File: config.mk
export PLATFORM = sky130hd
export DESIGN_NAME = gigerx_frame_unload
export DESIGN_NICKNAME = d
export VERILOG_FILES = /design/src/rtl/gigerx_frame_unload.sv
export SDC_FILE = /design/constraint.sdc
export NUM_CORES = 1
export LEC_CHECK = 0
export BUFFER_PORTS_ARGS = -buffer_cell sky130_fd_sc_hd__buf_2
export CAP_MARGIN = 20
export CORE_ASPECT_RATIO = 1.25
export CORE_MARGIN = 2
export CORE_UTILIZATION = 37
export CTS_CLUSTER_DIAMETER = 80
export DETAILED_ROUTE_END_ITERATION = 8
export SYNTH_ARGS = -nofsm -noshare
export SYNTH_HDL_FRONTEND = slang
export SYNTH_SLANG_ARGS = --single-unit
File: constraint.sdc
create_clock -name rdclk -period 2.7 [get_ports rdclk]
set_clock_uncertainty 0.05 [all_clocks]
set_input_delay 0.135 -clock rdclk [delete_from_list [all_inputs] [get_ports rdclk]]
set_output_delay 0.135 -clock rdclk [all_outputs]
set_load 0.02 [all_outputs]
File: src/rtl/gigerx_frame_unload.sv
// gigerx_frame_unload: pops one byte-count entry per frame, reads that frame's words, emits a sop/eop/be/err stream.
// Optional feature macro GIGERX_UNLOAD_DROP_BAD_EN: frames flagged bad in entry bit 15 are read and discarded.
module gigerx_frame_unload #(
    parameter int DWIDTH = 64,
    parameter int BWIDTH = 16,
    parameter int CNTW   = 14
) (
    input  logic                rdclk,
    input  logic                reset_n,
    input  logic                bcnt_empty,
    output logic                bcnt_rdreq,
    input  logic [BWIDTH-1:0]   bcnt_q,
    input  logic                dat_empty,
    output logic                dat_rdreq,
    input  logic [DWIDTH-1:0]   dat_q,
    output logic                rx_valid,
    input  logic                rx_ready,
    output logic [DWIDTH-1:0]   rx_data,
    output logic                rx_sop,
    output logic                rx_eop,
    output logic [DWIDTH/8-1:0] rx_be,
    output logic                rx_err,
    output logic                len_err
);
    localparam int BEW = DWIDTH / 8;
    localparam int WW  = CNTW - 2;

    typedef enum logic [1:0] {IDLE, BCNT_WAIT, DATA, DROP} state_t;

    typedef struct packed {
        logic [DWIDTH-1:0] data;
        logic              sop;
        logic              eop;
        logic [BEW-1:0]    be;
        logic              err;
    } word_t;

    state_t         state_q, state_d;
    logic [WW-1:0]  rem_q, rem_d, words_c;
    logic [BEW-1:0] last_be_q, last_be_d, last_be_c;
    logic           bad_q, bad_d, first_q, first_d;
    logic           infl_q, drop_q;
    logic [BEW+2:0] tag_q, tag_d;
    word_t          mem_q [2];
    word_t          head;
    logic           wptr_q, rptr_q;
    logic [1:0]     cnt_q, occ_c;
    logic [CNTW-1:0] bcnt_c;
    logic           rd_bcnt, rd_dat, last_c, push, pop, room;
    logic           unused_bits;

    assign unused_bits = ^bcnt_q[BWIDTH-2:CNTW];
    assign bcnt_c      = bcnt_q[CNTW-1:0];
    assign words_c     = WW'(({1'b0, bcnt_c} + (CNTW+1)'(7)) >> 3);
    assign last_be_c   = (bcnt_c[2:0] == 3'd0) ? '1 : BEW'((BEW'(1) << bcnt_c[2:0]) - BEW'(1));
    assign last_c      = (rem_q == WW'(1));
    assign tag_d       = {first_q, last_c, last_c ? last_be_q : {BEW{1'b1}}, last_c & bad_q};

    // Occupancy counts the word leaving this cycle so a steady stream runs at one word per cycle.
    assign pop   = (cnt_q != 2'd0) && rx_ready;
    assign push  = infl_q && !drop_q;
    assign occ_c = cnt_q + {1'b0, infl_q} - {1'b0, pop};
    assign room  = (occ_c < 2'd2);

    always_comb begin
        state_d   = state_q;
        rem_d     = rem_q;
        last_be_d = last_be_q;
        bad_d     = bad_q;
        first_d   = first_q;
        rd_bcnt   = 1'b0;
        rd_dat    = 1'b0;
        len_err   = 1'b0;
        case (state_q)
            IDLE: begin
                rd_bcnt = !bcnt_empty && !infl_q;
                state_d = rd_bcnt ? BCNT_WAIT : IDLE;
            end
            BCNT_WAIT: begin
                rem_d     = words_c;
                last_be_d = last_be_c;
                bad_d     = bcnt_q[BWIDTH-1];
                first_d   = 1'b1;
                len_err   = (bcnt_c == '0);
`ifdef GIGERX_UNLOAD_DROP_BAD_EN
                state_d   = len_err ? IDLE : (bcnt_q[BWIDTH-1] ? DROP : DATA);
`else
                state_d   = len_err ? IDLE : DATA;
`endif
            end
            DATA: rd_dat = !dat_empty && (rem_q != '0) && room;
`ifdef GIGERX_UNLOAD_DROP_BAD_EN
            DROP: rd_dat = !dat_empty && (rem_q != '0);
`endif
            default: state_d = IDLE;
        endcase
        if (rd_dat) begin
            rem_d   = rem_q - WW'(1);
            first_d = 1'b0;
            state_d = last_c ? IDLE : state_q;
        end
    end

    always_ff @(posedge rdclk or negedge reset_n) begin
        if (!reset_n) begin
            state_q   <= IDLE;
            rem_q     <= '0;
            last_be_q <= '0;
            bad_q     <= 1'b0;
            first_q   <= 1'b0;
            infl_q    <= 1'b0;
            drop_q    <= 1'b0;
            tag_q     <= '0;
            mem_q     <= '{default: '0};
            wptr_q    <= 1'b0;
            rptr_q    <= 1'b0;
            cnt_q     <= 2'd0;
        end else begin
            state_q   <= state_d;
            rem_q     <= rem_d;
            last_be_q <= last_be_d;
            bad_q     <= bad_d;
            first_q   <= first_d;
            infl_q    <= rd_dat;
            if (rd_dat) begin
                tag_q  <= tag_d;
                drop_q <= (state_q == DROP);
            end
            if (push) begin
                mem_q[wptr_q] <= {dat_q, tag_q};
                wptr_q        <= ~wptr_q;
            end
            if (pop) rptr_q <= ~rptr_q;
            cnt_q <= cnt_q + {1'b0, push} - {1'b0, pop};
        end
    end

    assign head       = mem_q[rptr_q];
    assign rx_valid   = (cnt_q != 2'd0);
    assign rx_data    = rx_valid ? head.data : '0;
    assign rx_sop     = rx_valid && head.sop;
    assign rx_eop     = rx_valid && head.eop;
    assign rx_be      = rx_valid ? head.be : '0;
    assign rx_err     = rx_valid && head.err;
    assign bcnt_rdreq = rd_bcnt && reset_n;
    assign dat_rdreq  = rd_dat;
endmodule

-- Word level (Yosys, flattened, before mapping)
Cells that the tools add are included.
- logic and storage cells: 87
- register bits: 191
- memories kept: 0
- memory bits (writable): 0
- output and inout bits: 79
- latch bits: 0
- bits in read-only memories: 0
- input bits: 85
- divide/modulo/power cells: 0
- reductions and logical operators: 21
- add/sub/neg operators: 7
- shift operators: 1
- multipliers: 0
- bitwise gates (word level): 5
- equal/unequal tests: 6
- $lt $le $gt $ge: 4
- muxes and demuxes: 22
- operators with widths (kind ; count):
    $mux 75 ; 4
    $bwmux 150 ; 1
    $demux 75 s1 ; 1
    $mux 64 ; 1
    $mux 12 ; 2
    $mux 8 ; 3
    $add 14x3->15 const B ; 1
    $logic_not 14->1 ; 1
    $eq 12x1->1 const B ; 1
    $reduce_bool 12->1 ; 1
    $sub 12x1->12 const B ; 1
    $logic_and 1x1->1 ; 10
    $shl 1x3->8 const A ; 1
    $sub 8x2->8 const B ; 1
    $mux 1 ; 6
    $mux 2 ; 3
    $pmux 2 s3 ; 1
    $add 2x1->2 ; 2
    $eq 2x2->1 const B ; 2
    $ge 2x2->1 const B ; 2
    $logic_not 1->1 ; 4
    $not 1->2 ; 2
    $reduce_bool 2->1 ; 2
    $sub 2x1->2 ; 2
    10 further kinds ; 11

-- Depth between registers and ports, before layout
Gate-level depths: netlist of the first run.
- word-level depth: 8
- mapped depth: 9
- depth with buffers taken out: 7

-- Worst setup path before layout of the first run
Ideal clock, no wire load.
- path type: flip-flop to flip-flop
- start: reg rem_q[0]
- end: reg rem_q[11]
- stages on the path, launching flop included: 9
- arrival time: 1853 ps
- period minus slack after synthesis: 2034 ps
- path buffers: 1
- data required time: 2519 ps
- library setup time: 131 ps
- path slack: 666 ps
- cells stage by stage: dfrtp_1 > inv_1 > ha_1 > nor3b_2 > a311o_1 > buf_6 > inv_4 > and3_1 > or3_1
- word-level cells in the longest chain between the ends: 5
- elaborated cells between the ends (all ways): 7
- classes of those cells: add/sub: 1; mux: 2; reduce/logical: 4
- ends and longest elaborated chain (item ; line ; text):
    start, declared ; 39 ; logic [WW-1:0] rem_q, rem_d, words_c;
    start signal, assigned ; 120 ; rem_q <= rem_d;
    parallel branches: the longest is 5 deep, another holds $sub 12x1->12 ; n/a ;
Several ways; the timed one is not identified.
A chain may end at the register's enable or synchronous reset.

-- Final worst setup path of the first run
- start: reg infl_q
- end: out dat_rdreq
- word-level cells in the longest chain between the ends: 5
- ends and longest elaborated chain (item ; line ; text):
    start, declared ; 42 ; logic infl_q, drop_q;
    start signal, assigned ; 124 ; infl_q <= rd_dat;
    $add 2x1->2 ; 62 ; assign occ_c = cnt_q + {1'b0, infl_q} - {1'b0, pop};
    $sub 2x1->2 ; 62 ;
    $lt 2x2->1 ; 63 ; assign room = (occ_c < 2'd2);
    $logic_and 1x1->1 ; 91 ; DATA: rd_dat = !dat_empty && (rem_q != '0) && room;
    $mux 1 ; 74 ; case (state_q)
    end, declared ; 14 ; output logic dat_rdreq,
Every way passes these cells.

==> summary.txt, run 1 <==
Clock tree
  – Clock tree from TritonCTS: done
  – # H-tree levels: 4
  – Clock Latency Late Sink: roughly 0.43 ns
  – TritonCTS buffer count: 17
  – Clock slew at reported path FFs: around 0.070 ns
  – Buffers from clock root to sink, at most: 2
  – Resized cells post-CTS: 0
  – Cell chosen for the clock root: sky130_fd_sc_hd__clkbuf_16
  – CTS Sinks: 191

Routing
  – WL per Instance: 15.2 um
  – Total number of vias: 6281
  – First-pass DRT Iterations: 5
  – Final wirelength: 19000 um
  – Detailed-route vias per instance: roughly 5
  – Number of violations reported at the end of detailed-routing iteration 0: roughly 220
  – DRC: 0
  – Number of routed nets with antenna violations: 0

Timing
  – Transition time at the pin with the least slew margin: 0.784 ns
  – Final clock period utilization by the worst path: between 90% and 100%
  – Final worst slack: 0.156 ns
  – Setup TNS: 0 ns
  – Max Transition Viols Final: 0
  – Final Setup Violations: 0
  – Hold Fails Final Rpt: 0
  – Headroom to the max-slew limit: 47.7%
  – Post-route minimum period: between 2 and 3 ns
  – Maximum clock rate: slightly below 400 MHz
  – Final Hold Slack: approximately 0.031 ns
  – Setup repair after global routing missed its margin: false

Worst setup path
  – Worst path required time: 2.52 ns
  – Reg-to-reg slack, setup: 0.51 ns
  – Worst Setup End Kind: output pin
  – Classification of the worst setup path: flop to output pin
  – WP data arrival: 2.36 ns
  – Startpoint class of the critical path: flop
  – Terminus of the critical flop-to-flop path: rem_q[6]$_DFFE_PN0P_
  – Peak fanout along the critical path: 22
  – Worst r2r path cells: 7
  – Critical register-to-register path startpoint: infl_q$_DFF_PN0_

Synth
  – Syn_area_per_cell: between 10 and 15 um2
  – Post-Syn Nets: between 800 and 900
  – Ys Warns: 0
  – Gate Count Post-Synth: ~730
  – Synth Cell Area: about 8800 um2
  – Count of flip-flops with a built-in enable after synthesis: 0
  – Fraction of the yosys area taken by sequential cells: 54.2%
  – Async S/R FF share, synth: between 90% and 100%
  – Main synth FF type: sky130_fd_sc_hd__dfrtp_1
  – Post-synthesis cell type count: 48
  – Number of register bits inferred by synthesis: roughly 190

Power
  – Combinational cell fraction of total power: 45.2%
  – Leakage power: 5.30 nW
  – Power share of the clock group: about 18%
  – Overall Power: approximately 14 mW
  – Power per cell area: 1220 nW/um2
  – Net switching fraction of the power: approximately two fifths
  – Share of total power in sequential cells: 37.1%
  – Net switching power: approximately 5.3 mW
  – Peak supply drop: 465 uV
  – Int Pwr: 8.48 mW

Place
  – Number of cells after detailed placement: roughly 1200
  – Setup WS pre-CTS: about 0.53 ns
  – Count of input and output buffers: ~160
  – Routability congestion estimate from global placement: ~0.77
  – Detailed placement HPWL: between 10000 and 15000 um

Layout
  – Synth-to-layout area growth: 27.9%
  – Number of diodes added for antenna fixing: 0
  – Count of non-filler cells in the finished layout: ~1300
  – Number of fill cells: 2179
  – Proportion of layout cells with a drive suffix above 1: a little under two fifths
  – Number of nets in the layout: roughly 1000

Die
  – Starting density of the core: a little under two fifths
  – Die area: 25100 um2
  – Die boundary width: 142 um
  – Height of the die: 177 um
  – Number of placed I/O pins: about 160
  – Std cell rows: between 60 and 70
  – Area of the core: approximately 24000 um2

Global routing
  – Total GRT Usage: 15.8%
  – Wire length of the first global-routing pass: 31600 um
  – Initial antenna violation count: 0
  – Via count of the first global-routing pass: between 6000 and 7000
  – Maximum number of pins on one net before global-route repair: between 100 and 150
  – Grt total ovfl: 0

Min path
  – Classification of the worst-slack hold path: input pin to flop
  – Launch point of the worst hold path: bcnt_q[10]
  – Hold Path Cell Cnt: 4
  – Hold Path End: rem_q[7]$_DFFE_PN0P_

Job
  – Max_cap viols: 0

Run status
  – Outcome: completed
cells by family (layout without fill, tap and decap cells):
kind of cell             after synthesis  count (layout)  share of synthesized area, %
AO/OA/AOI/OAI                         45              45                          3.37
adder cells (fa/ha/maj)                3               3                         0.425
flip-flops                           191             191                          54.2
multiplexers                         227             227                          27.9
buffers and inverters                 53             288                          2.59
AND/OR/NAND/NOR                      192             192                          9.98
XOR/XNOR                              16              16                          1.59
cells in the final DEF, fill, tap and decap left out, types with 5 or more instances in the layout:
| cell type | instances |
|---|---|
| sky130_fd_sc_hd__dfrtp_1 | 190 |
| sky130_fd_sc_hd__buf_2 | 161 |
| sky130_fd_sc_hd__mux2_2 | 150 |
| sky130_fd_sc_hd__nor2_1 | 91 |
| sky130_fd_sc_hd__mux2i_1 | 77 |
| sky130_fd_sc_hd__dlygate4sd3_1 | 72 |
| sky130_fd_sc_hd__nand2_1 | 39 |
| sky130_fd_sc_hd__o21ai_0 | 20 |
| sky130_fd_sc_hd__clkbuf_16 | 17 |
| sky130_fd_sc_hd__nor3_1 | 12 |
| sky130_fd_sc_hd__buf_4 | 12 |
| sky130_fd_sc_hd__xnor2_1 | 10 |
| sky130_fd_sc_hd__nand3_1 | 10 |
| sky130_fd_sc_hd__inv_1 | 6 |
| sky130_fd_sc_hd__nand2b_1 | 6 |
| sky130_fd_sc_hd__xor2_1 | 6 |
| sky130_fd_sc_hd__nor4_1 | 5 |
| sky130_fd_sc_hd__and3_1 | 5 |
synthesized netlist by cell type, types with 3 or more instances:
master	instances	area share (%)
sky130_fd_sc_hd__a21oi_1	4	0.23
sky130_fd_sc_hd__a311o_1	3	0.34
sky130_fd_sc_hd__a31oi_1	3	0.21
sky130_fd_sc_hd__and3_1	5	0.35
sky130_fd_sc_hd__buf_1	12	0.51
sky130_fd_sc_hd__buf_2	7	0.40
sky130_fd_sc_hd__clkbuf_1	24	1.0
sky130_fd_sc_hd__dfrtp_1	191	54
sky130_fd_sc_hd__ha_1	3	0.43
sky130_fd_sc_hd__inv_1	6	0.26
sky130_fd_sc_hd__mux2_2	150	19
sky130_fd_sc_hd__mux2i_1	77	8.7
sky130_fd_sc_hd__nand2_1	40	1.7
sky130_fd_sc_hd__nand2b_1	6	0.43
sky130_fd_sc_hd__nand3_1	10	0.57
sky130_fd_sc_hd__nand4_1	4	0.28
sky130_fd_sc_hd__nor2_1	93	4.0
sky130_fd_sc_hd__nor2b_1	3	0.21
sky130_fd_sc_hd__nor3_1	12	0.68
sky130_fd_sc_hd__nor4_1	5	0.35
sky130_fd_sc_hd__o21ai_0	20	1.1
sky130_fd_sc_hd__o32ai_1	4	0.40
sky130_fd_sc_hd__xnor2_1	10	0.99
sky130_fd_sc_hd__xor2_1	6	0.60
worst max-delay path, stage by stage, from the launching register on:
cell and delay [ns]:
sky130_fd_sc_hd__dfrtp_1 0.42, sky130_fd_sc_hd__nand2b_1 0.15, sky130_fd_sc_hd__a311o_1 0.39, sky130_fd_sc_hd__a311o_1 0.40, sky130_fd_sc_hd__inv_4 0.11, sky130_fd_sc_hd__buf_4 0.25
sky130_fd_sc_hd__buf_2 0.21
per-layer routing:
| layer | wire length, um | track usage (%) |
|---|---|---|
| met2 | 9590 | 27.3 |
| met1 | 8450 | 19.5 |
| met4 | 340 | 5.71 |
| met5 | 0 | 0 |
| met3 | 661 | 3.27 |
power by group through the flow:
stage | registers, mW | clock network (mW) | logic, mW
2_1_floorplan | 4.86 | 0 | 4.61
3_3_place_gp | 5.11 | 0 | 6.15
3_5_place_dp | 5.17 | 0 | 6.23
4_1_cts | 5.12 | 2.52 | 6.32
5_1_grt | 5.32 | 2.64 | 6.83
6_report | 5.10 | 2.43 | 6.21
how the worst max path moves through the flow:
stage                                    start                     to  slack [ns]
after floorplan           rem_q[0]$_DFFE_PN0P_  rem_q[11]$_DFFE_PN0P_        0.67
after global placement        infl_q$_DFF_PN0_   rem_q[6]$_DFFE_PN0P_        0.57
after detailed placement      infl_q$_DFF_PN0_   rem_q[6]$_DFFE_PN0P_        0.53
after CTS                     infl_q$_DFF_PN0_              dat_rdreq        0.14
after global routing          infl_q$_DFF_PN0_              dat_rdreq        0.04
final                         infl_q$_DFF_PN0_              dat_rdreq        0.16
final cells by class:
type | instances | area (um2) | share of cell area, %
timing repair buffer | 250 | 1710 | 15.2
sequential | 191 | 4780 | 42.4
clock buffer | 21 | 450 | 3.99
multi-input combinational | 483 | 3840 | 34.0
inverter | 7 | 28.8 | 0.255
clock inverter | 10 | 113 | 0.997
tap | 292 | 365 | 3.24
metrics by stage:
stage	instance area, um2	util (%)
6_report	11300	47.9
5_1_grt	11300	47.9
4_1_cts	11300	47.9
3_5_place_dp	10000	42.5
3_3_place_gp	10000	42.5
2_1_floorplan	8820	-
flip-flops by register name, indices dropped and copies added, names as in the netlist:
signal,cells
tag_q,11
drop_q,1
mem_q,150
bad_q,1
first_q,1
state_q,2
cnt_q,2
rem_q,12
last_be_q,8
infl_q,1
wptr_q,1
rptr_q,1
repair_timing:
item	CTS	global route
hold buffers	72	0
endpoints found under the hold margin	160	0
buffers inserted	0	0
(Power assumes the default switching activity.)
==> inputs of run 2 (changes only) <==
Settings changed: CORE_UTILIZATION 37 to 55, PLACE_DENSITY set to 0.79.
==> summary.txt, run 2 (synthesis gave the netlist of run 1 again) <==
Clock tree
  – Clock tree from TritonCTS: done
  – Clock slew at reported path FFs: 0.07 ns
  – Clock Latency Late Sink: roughly 0.42 ns
  – TritonCTS buffer count: 17
  – Cell chosen for the clock root: sky130_fd_sc_hd__clkbuf_16
  – CTS Sinks: ~190
  – Buffers from clock root to sink, at most: 2
  – Resized cells post-CTS: 0
  – # H-tree levels: 4

Power
  – Power share of the clock group: between 10% and 20%
  – Int Pwr: around 8.4 mW
  – Peak supply drop: approximately 550 uV
  – Power per cell area: 1230 nW/um2
  – Net switching fraction of the power: approximately two fifths
  – Share of total power in sequential cells: approximately 38%
  – Overall Power: 13.8 mW
  – Net switching power: around 5.4 mW
  – Leakage power: around 5.3 nW
  – Combinational cell fraction of total power: 45.5%

Timing
  – Setup repair after global routing missed its margin: false
  – Maximum clock rate: a little under 400 MHz
  – Hold Fails Final Rpt: 0
  – Transition time at the pin with the least slew margin: around 0.74 ns
  – Post-route minimum period: 2.51 ns
  – Final Hold Slack: between 0.02 and 0.03 ns
  – Final Setup Violations: 0
  – Final worst slack: ~0.19 ns
  – Setup TNS: 0 ns
  – Headroom to the max-slew limit: 50.4%
  – Final clock period utilization by the worst path: between 90% and 100%
  – Max Transition Viols Final: 0

Layout
  – Number of diodes added for antenna fixing: 0
  – Most common library cell in the layout ignoring fill and taps: sky130_fd_sc_hd__dfrtp_1
  – Number of nets in the layout: 1035
  – Synth-to-layout area growth: 26.6%
  – Max FFs per register: 150
  – Final Cell Area: between 10000 and 15000 um2
  – Leading cell types in the layout, fill and taps excluded: sky130_fd_sc_hd__dfrtp_1 (190), sky130_fd_sc_hd__buf_2 (161), sky130_fd_sc_hd__mux2_2 (150)
  – Register with the most flip-flops: mem_q
  – Count of non-filler cells in the finished layout: roughly 1200
  – Layout Utilization: a little under three quarters
  – Proportion of layout cells with a drive suffix above 1: 37.8%
  – Registers with the most flip-flops: mem_q (150), rem_q (12), tag_q (11)

Min path
  – Classification of the worst-slack hold path: input pin to flop

Routing
  – First-pass DRT Iterations: 4
  – DRC: 0
  – Detailed-route vias per instance: 5.41
  – Number of violations reported at the end of detailed-routing iteration 0: around 420
  – Final wirelength: a little under 20000 um
  – Total number of vias: about 6300
  – WL per Instance: between 15 and 20 um
  – Number of routed nets with antenna violations: 0

Worst setup path
  – Startpoint class of the critical path: flop
  – Critical Path Max Stage Delay: ~0.42 ns
  – Worst Setup End Kind: output pin
  – Critical path's most frequent cell: sky130_fd_sc_hd__a311o_1
  – Cell breakdown of the critical path: nand2b_1, a311o_1, a311o_1, inv_4, buf_4, buf_2
  – Worst-path cell with the longest stage delay: sky130_fd_sc_hd__dfrtp_1
  – Classification of the worst setup path: flop to output pin
  – Worst path required time: 2.52 ns
  – Peak fanout along the critical path: 16
  – WP data arrival: 2.33 ns

Global routing
  – Grt total ovfl: 0
  – Via count of the first global-routing pass: roughly 6700
  – Initial antenna violation count: 0
  – Total GRT Usage: a little under a quarter
  – Maximum number of pins on one net before global-route repair: 76
  – Wire length of the first global-routing pass: ~31000 um

Place
  – Detailed placement HPWL: between 10000 and 15000 um
  – Setup WS pre-CTS: 0.558 ns
  – Routability congestion estimate from global placement: 0.814
  – Total placed instance area: approximately 10000 um2
  – Count of input and output buffers: between 150 and 200
  – Number of cells after detailed placement: roughly 1100

Run status
  – Outcome: completed

Job
  – Max_cap viols: 0

Die
  – Std cell rows: 51
  – Number of placed I/O pins: ~160
  – Height of the die: ~150 um
  – Area of the core: 15600 um2
  – Die area: ~17000 um2
  – Die boundary width: roughly 120 um
  – Starting density of the core: a little under three fifths
-- run 2: critical path: cells and delay by family, from the launching register on --
kind / cells / cell delay, ns
AOI/OAI and AO/OA: 2 / 0.77
and+or+nand+nor: 1 / 0.16
DFF: 1 / 0.42
buffers and inverters: 3 / 0.56
-- run 2: final timing paths --
path	start	to	slack (ns)	depth (start not counted)
max	infl_q$_DFF_PN0_	dat_rdreq	0.19	6
min	bcnt_q[6]	rem_q[3]$_DFFE_PN0P_	0.03	3
max reg2reg	infl_q$_DFF_PN0_	rem_q[6]$_DFFE_PN0P_	0.57	6
min reg2reg	last_be_q[0]$_DFFE_PN0N_	last_be_q[0]$_DFFE_PN0N_	0.42	1
max in group asynchronous	reset_n	last_be_q[0]$_DFFE_PN0N_	1.30	3
min in group asynchronous	reset_n	mem_q[63]$_DFFE_PN0P_	0.22	2
-- run 2: what timing repair did --
item | CTS | global route
buffers inserted | 0 | 0
hold buffers | 72 | 0
hold endpoints to repair | 197 | 0
-- run 2: final cells by class --
cell class              count  area (um2)
clock buffers              22         454
clock inverters            10        87.6
fillers                  1075        4460
inverters                   7        28.8
multi-input cells         483        3840
flip-flops and latches    191        4780
well taps                 212         265
repair buffers            247        1710
-- run 2: routing by layer --
metal  share of wire [%]  vias up  wire, um  GRT usage [%]
met5                   0        -         0              0
met4                 1.5        0       293           7.88
met3                 4.4       28       855           5.21
li1                    -     2992         -              -
met2                  53      141     10300           40.7
met1                  41     3175      7870           27.8
-- run 2: power by group through the flow --
stage          clock [mW]  sequential (mW)  combinational (mW)
4_1_cts              2.37             5.18                6.28
3_3_place_gp            0             5.14                6.03
2_1_floorplan           0             4.86                4.61
6_report             2.31             5.21                6.28
5_1_grt              2.48             5.39                6.85
3_5_place_dp            0             5.23                6.16
==> inputs of run 3 (changes only) <==
Settings changed: PLACE_DENSITY 0.79 to unset, PLACE_DENSITY_LB_ADDON set to 0.05, SETUP_SLACK_MARGIN set to 0.4.
==> summary.txt, run 3 (synthesis gave the netlist of run 1 again) <==
Routing
  – Number of routed nets with antenna violations: 0
  – Final wirelength: 19400 um
  – Detailed-route vias per instance: about 5.4
  – Number of violations reported at the end of detailed-routing iteration 0: between 300 and 400
  – First-pass DRT Iterations: 5
  – Total number of vias: 6325
  – DRC: 0
  – WL per Instance: around 17 um

Power
  – Power per cell area: about 1200 nW/um2
  – Overall Power: between 10 and 15 mW
  – Leakage power: approximately 5.3 nW
  – Peak supply drop: ~770 uV

Timing
  – Max Transition Viols Final: 0
  – Post-route minimum period: roughly 2.3 ns
  – Final clock period utilization by the worst path: about 85%
  – Transition time at the pin with the least slew margin: ~0.71 ns
  – Setup TNS: 0 ns
  – Maximum clock rate: ~430 MHz
  – Hold Fails Final Rpt: 0
  – Setup repair after global routing missed its margin: true
  – Headroom to the max-slew limit: between 50% and 60%
  – Final Setup Violations: 0

Worst setup path
  – Worst path required time: roughly 2.5 ns
  – Cell breakdown of the critical path: inv_1, ha_1, nor3b_2, buf_4, a311o_1, bufinv_8, buf_4
  – Worst Setup End Kind: output pin
  – Reg-to-reg slack, setup: approximately 0.52 ns
  – WP data arrival: between 2 and 2.5 ns
  – Critical path's most frequent cell: sky130_fd_sc_hd__buf_4
  – Peak fanout along the critical path: 14
  – Startpoint class of the critical path: flop
  – Critical Path Max Stage Delay: roughly 0.36 ns
  – Classification of the worst setup path: flop to output pin
  – Worst-path cell with the longest stage delay: sky130_fd_sc_hd__dfrtp_1

Layout
  – Register with the most flip-flops: mem_q
  – Registers with the most flip-flops: mem_q (150), rem_q (12), tag_q (11)
  – Max FFs per register: 150
  – Number of nets in the layout: 1039
  – Synth-to-layout area growth: 27.7%
  – Number of fill cells: between 1000 and 1500
  – Most common library cell in the layout ignoring fill and taps: sky130_fd_sc_hd__dfrtp_1
  – Number of diodes added for antenna fixing: 0
  – Leading cell types in the layout, fill and taps excluded: sky130_fd_sc_hd__dfrtp_1 (189), sky130_fd_sc_hd__buf_2 (160), sky130_fd_sc_hd__mux2_2 (150)
  – Proportion of layout cells with a drive suffix above 1: a little under two fifths

Global routing
  – Grt total ovfl: 0
  – Wire length of the first global-routing pass: ~32000 um
  – Maximum number of pins on one net before global-route repair: 71
  – Initial antenna violation count: 0
  – Via count of the first global-routing pass: roughly 7000
  – Total GRT Usage: 23.8%

Clock tree
  – CTS Sinks: approximately 190
  – Clock Latency Late Sink: around 0.42 ns
  – TritonCTS buffer count: 17
  – # H-tree levels: 4
  – Clock slew at reported path FFs: 0.06 ns
  – Clock tree from TritonCTS: done
  – Cell chosen for the clock root: sky130_fd_sc_hd__clkbuf_16
  – Buffers from clock root to sink, at most: 2

Job
  – Max_cap viols: 0

Die
  – Starting density of the core: ~56%
  – Std cell rows: between 50 and 60
  – Height of the die: ~150 um
  – Area of the core: around 16000 um2
  – Number of placed I/O pins: around 160
  – Die area: 17100 um2
  – Die boundary width: 117 um

Place
  – Routability congestion estimate from global placement: ~0.85
  – Detailed placement HPWL: between 10000 and 15000 um
  – Count of input and output buffers: about 160

Run status
  – Outcome: completed

Min path
  – Classification of the worst-slack hold path: input pin to flop
-- run 3: cell types whose count changed in the layout (fill, tap and decap cells not counted), sizes merged --
| cell | change |
|---|---|
| buf | +5 |
| bufinv | +3 |
| dlygate4sd3 | -2 |
| inv | -2 |
| clkbuf | -1 |
| clkinv | -1 |
| clkinvlp | -1 |
-- run 3: where the power goes --
group | switching [mW] | internal (mW) | total (mW)
clock network | 0.989 | 1.43 | 2.42
logic | 3.48 | 2.94 | 6.42
registers | 0.901 | 4.27 | 5.17
total | 5.37 | 8.64 | 14.0
-- run 3: worst paths after layout --
check / from / endpoint / cells past startpoint
worst max-delay path: rem_q[0]$_DFFE_PN0P_ / dat_rdreq / 7
worst min-delay path: rx_ready / rptr_q$_DFFE_PN0P_ / 3
worst max register to register: rem_q[0]$_DFFE_PN0P_ / rem_q[10]$_DFFE_PN0P_ / 9
worst min register to register: last_be_q[0]$_DFFE_PN0N_ / last_be_q[0]$_DFFE_PN0N_ / 1
max in group asynchronous: reset_n / mem_q[144]$_DFFE_PN0P_ / 3
min in group asynchronous: reset_n / infl_q$_DFF_PN0_ / 2
-- run 3: cell type report --
type,instances,area [um2],area share (%)
clock inverter,8,118,1.04
sequential,191,4780,42.4
clock buffer,21,440,3.91
multi-input combinational,483,3850,34.1
timing repair inverter,1,6.26,0.0555
timing repair buffer,250,1770,15.7
inverter,7,40.0,0.355
tap,212,265,2.35
-- run 3: per-layer routing --
layer / vias to the layer above / global-route usage (%) / wire length [um]
met1: 3167 / 28.3 / 8090
met3: 27 / 3.92 / 633
met4: 0 / 7.47 / 317
met5: - / 0 / 0
met2: 139 / 43.0 / 10400
li1: 2992 / - / -
-- run 3: what timing repair did --
item	4_1_cts	5_1_grt
buffers inserted	4	0
cloned	1	0
endpoints found under the setup margin	2	3
pin swaps	1	1
hold buffers	70	0
hold endpoints to repair	200	0
resized for setup	2	2
-- run 3: through the flow --
step / utilization, % / hold slack [ns] / area [um2] / std cells / setup WS (ns)
CTS: 72.0 / 0.00750 / 11300 / 1173 / 0.397
floorplan: - / -0.211 / 8820 / 727 / 0.666
global route: 72.1 / 0.0211 / 11300 / 1173 / 0.313
finish: 72.1 / 0.0262 / 11300 / 1173 / 0.397
global placement: 63.6 / 0.122 / 9940 / 1069 / 0.511
detailed placement: 63.6 / 0.137 / 9940 / 1069 / 0.423
-- run 3: worst max-delay path, delay by kind of cell, from the launching register on --
kind / cells / cell delay (ns)
buffers and inverters: 4 / 0.65
AND/OR/NAND/NOR: 1 / 0.16
flip-flops: 1 / 0.36
adder cells (fa/ha/maj): 1 / 0.24
AO/OA/AOI/OAI: 1 / 0.28
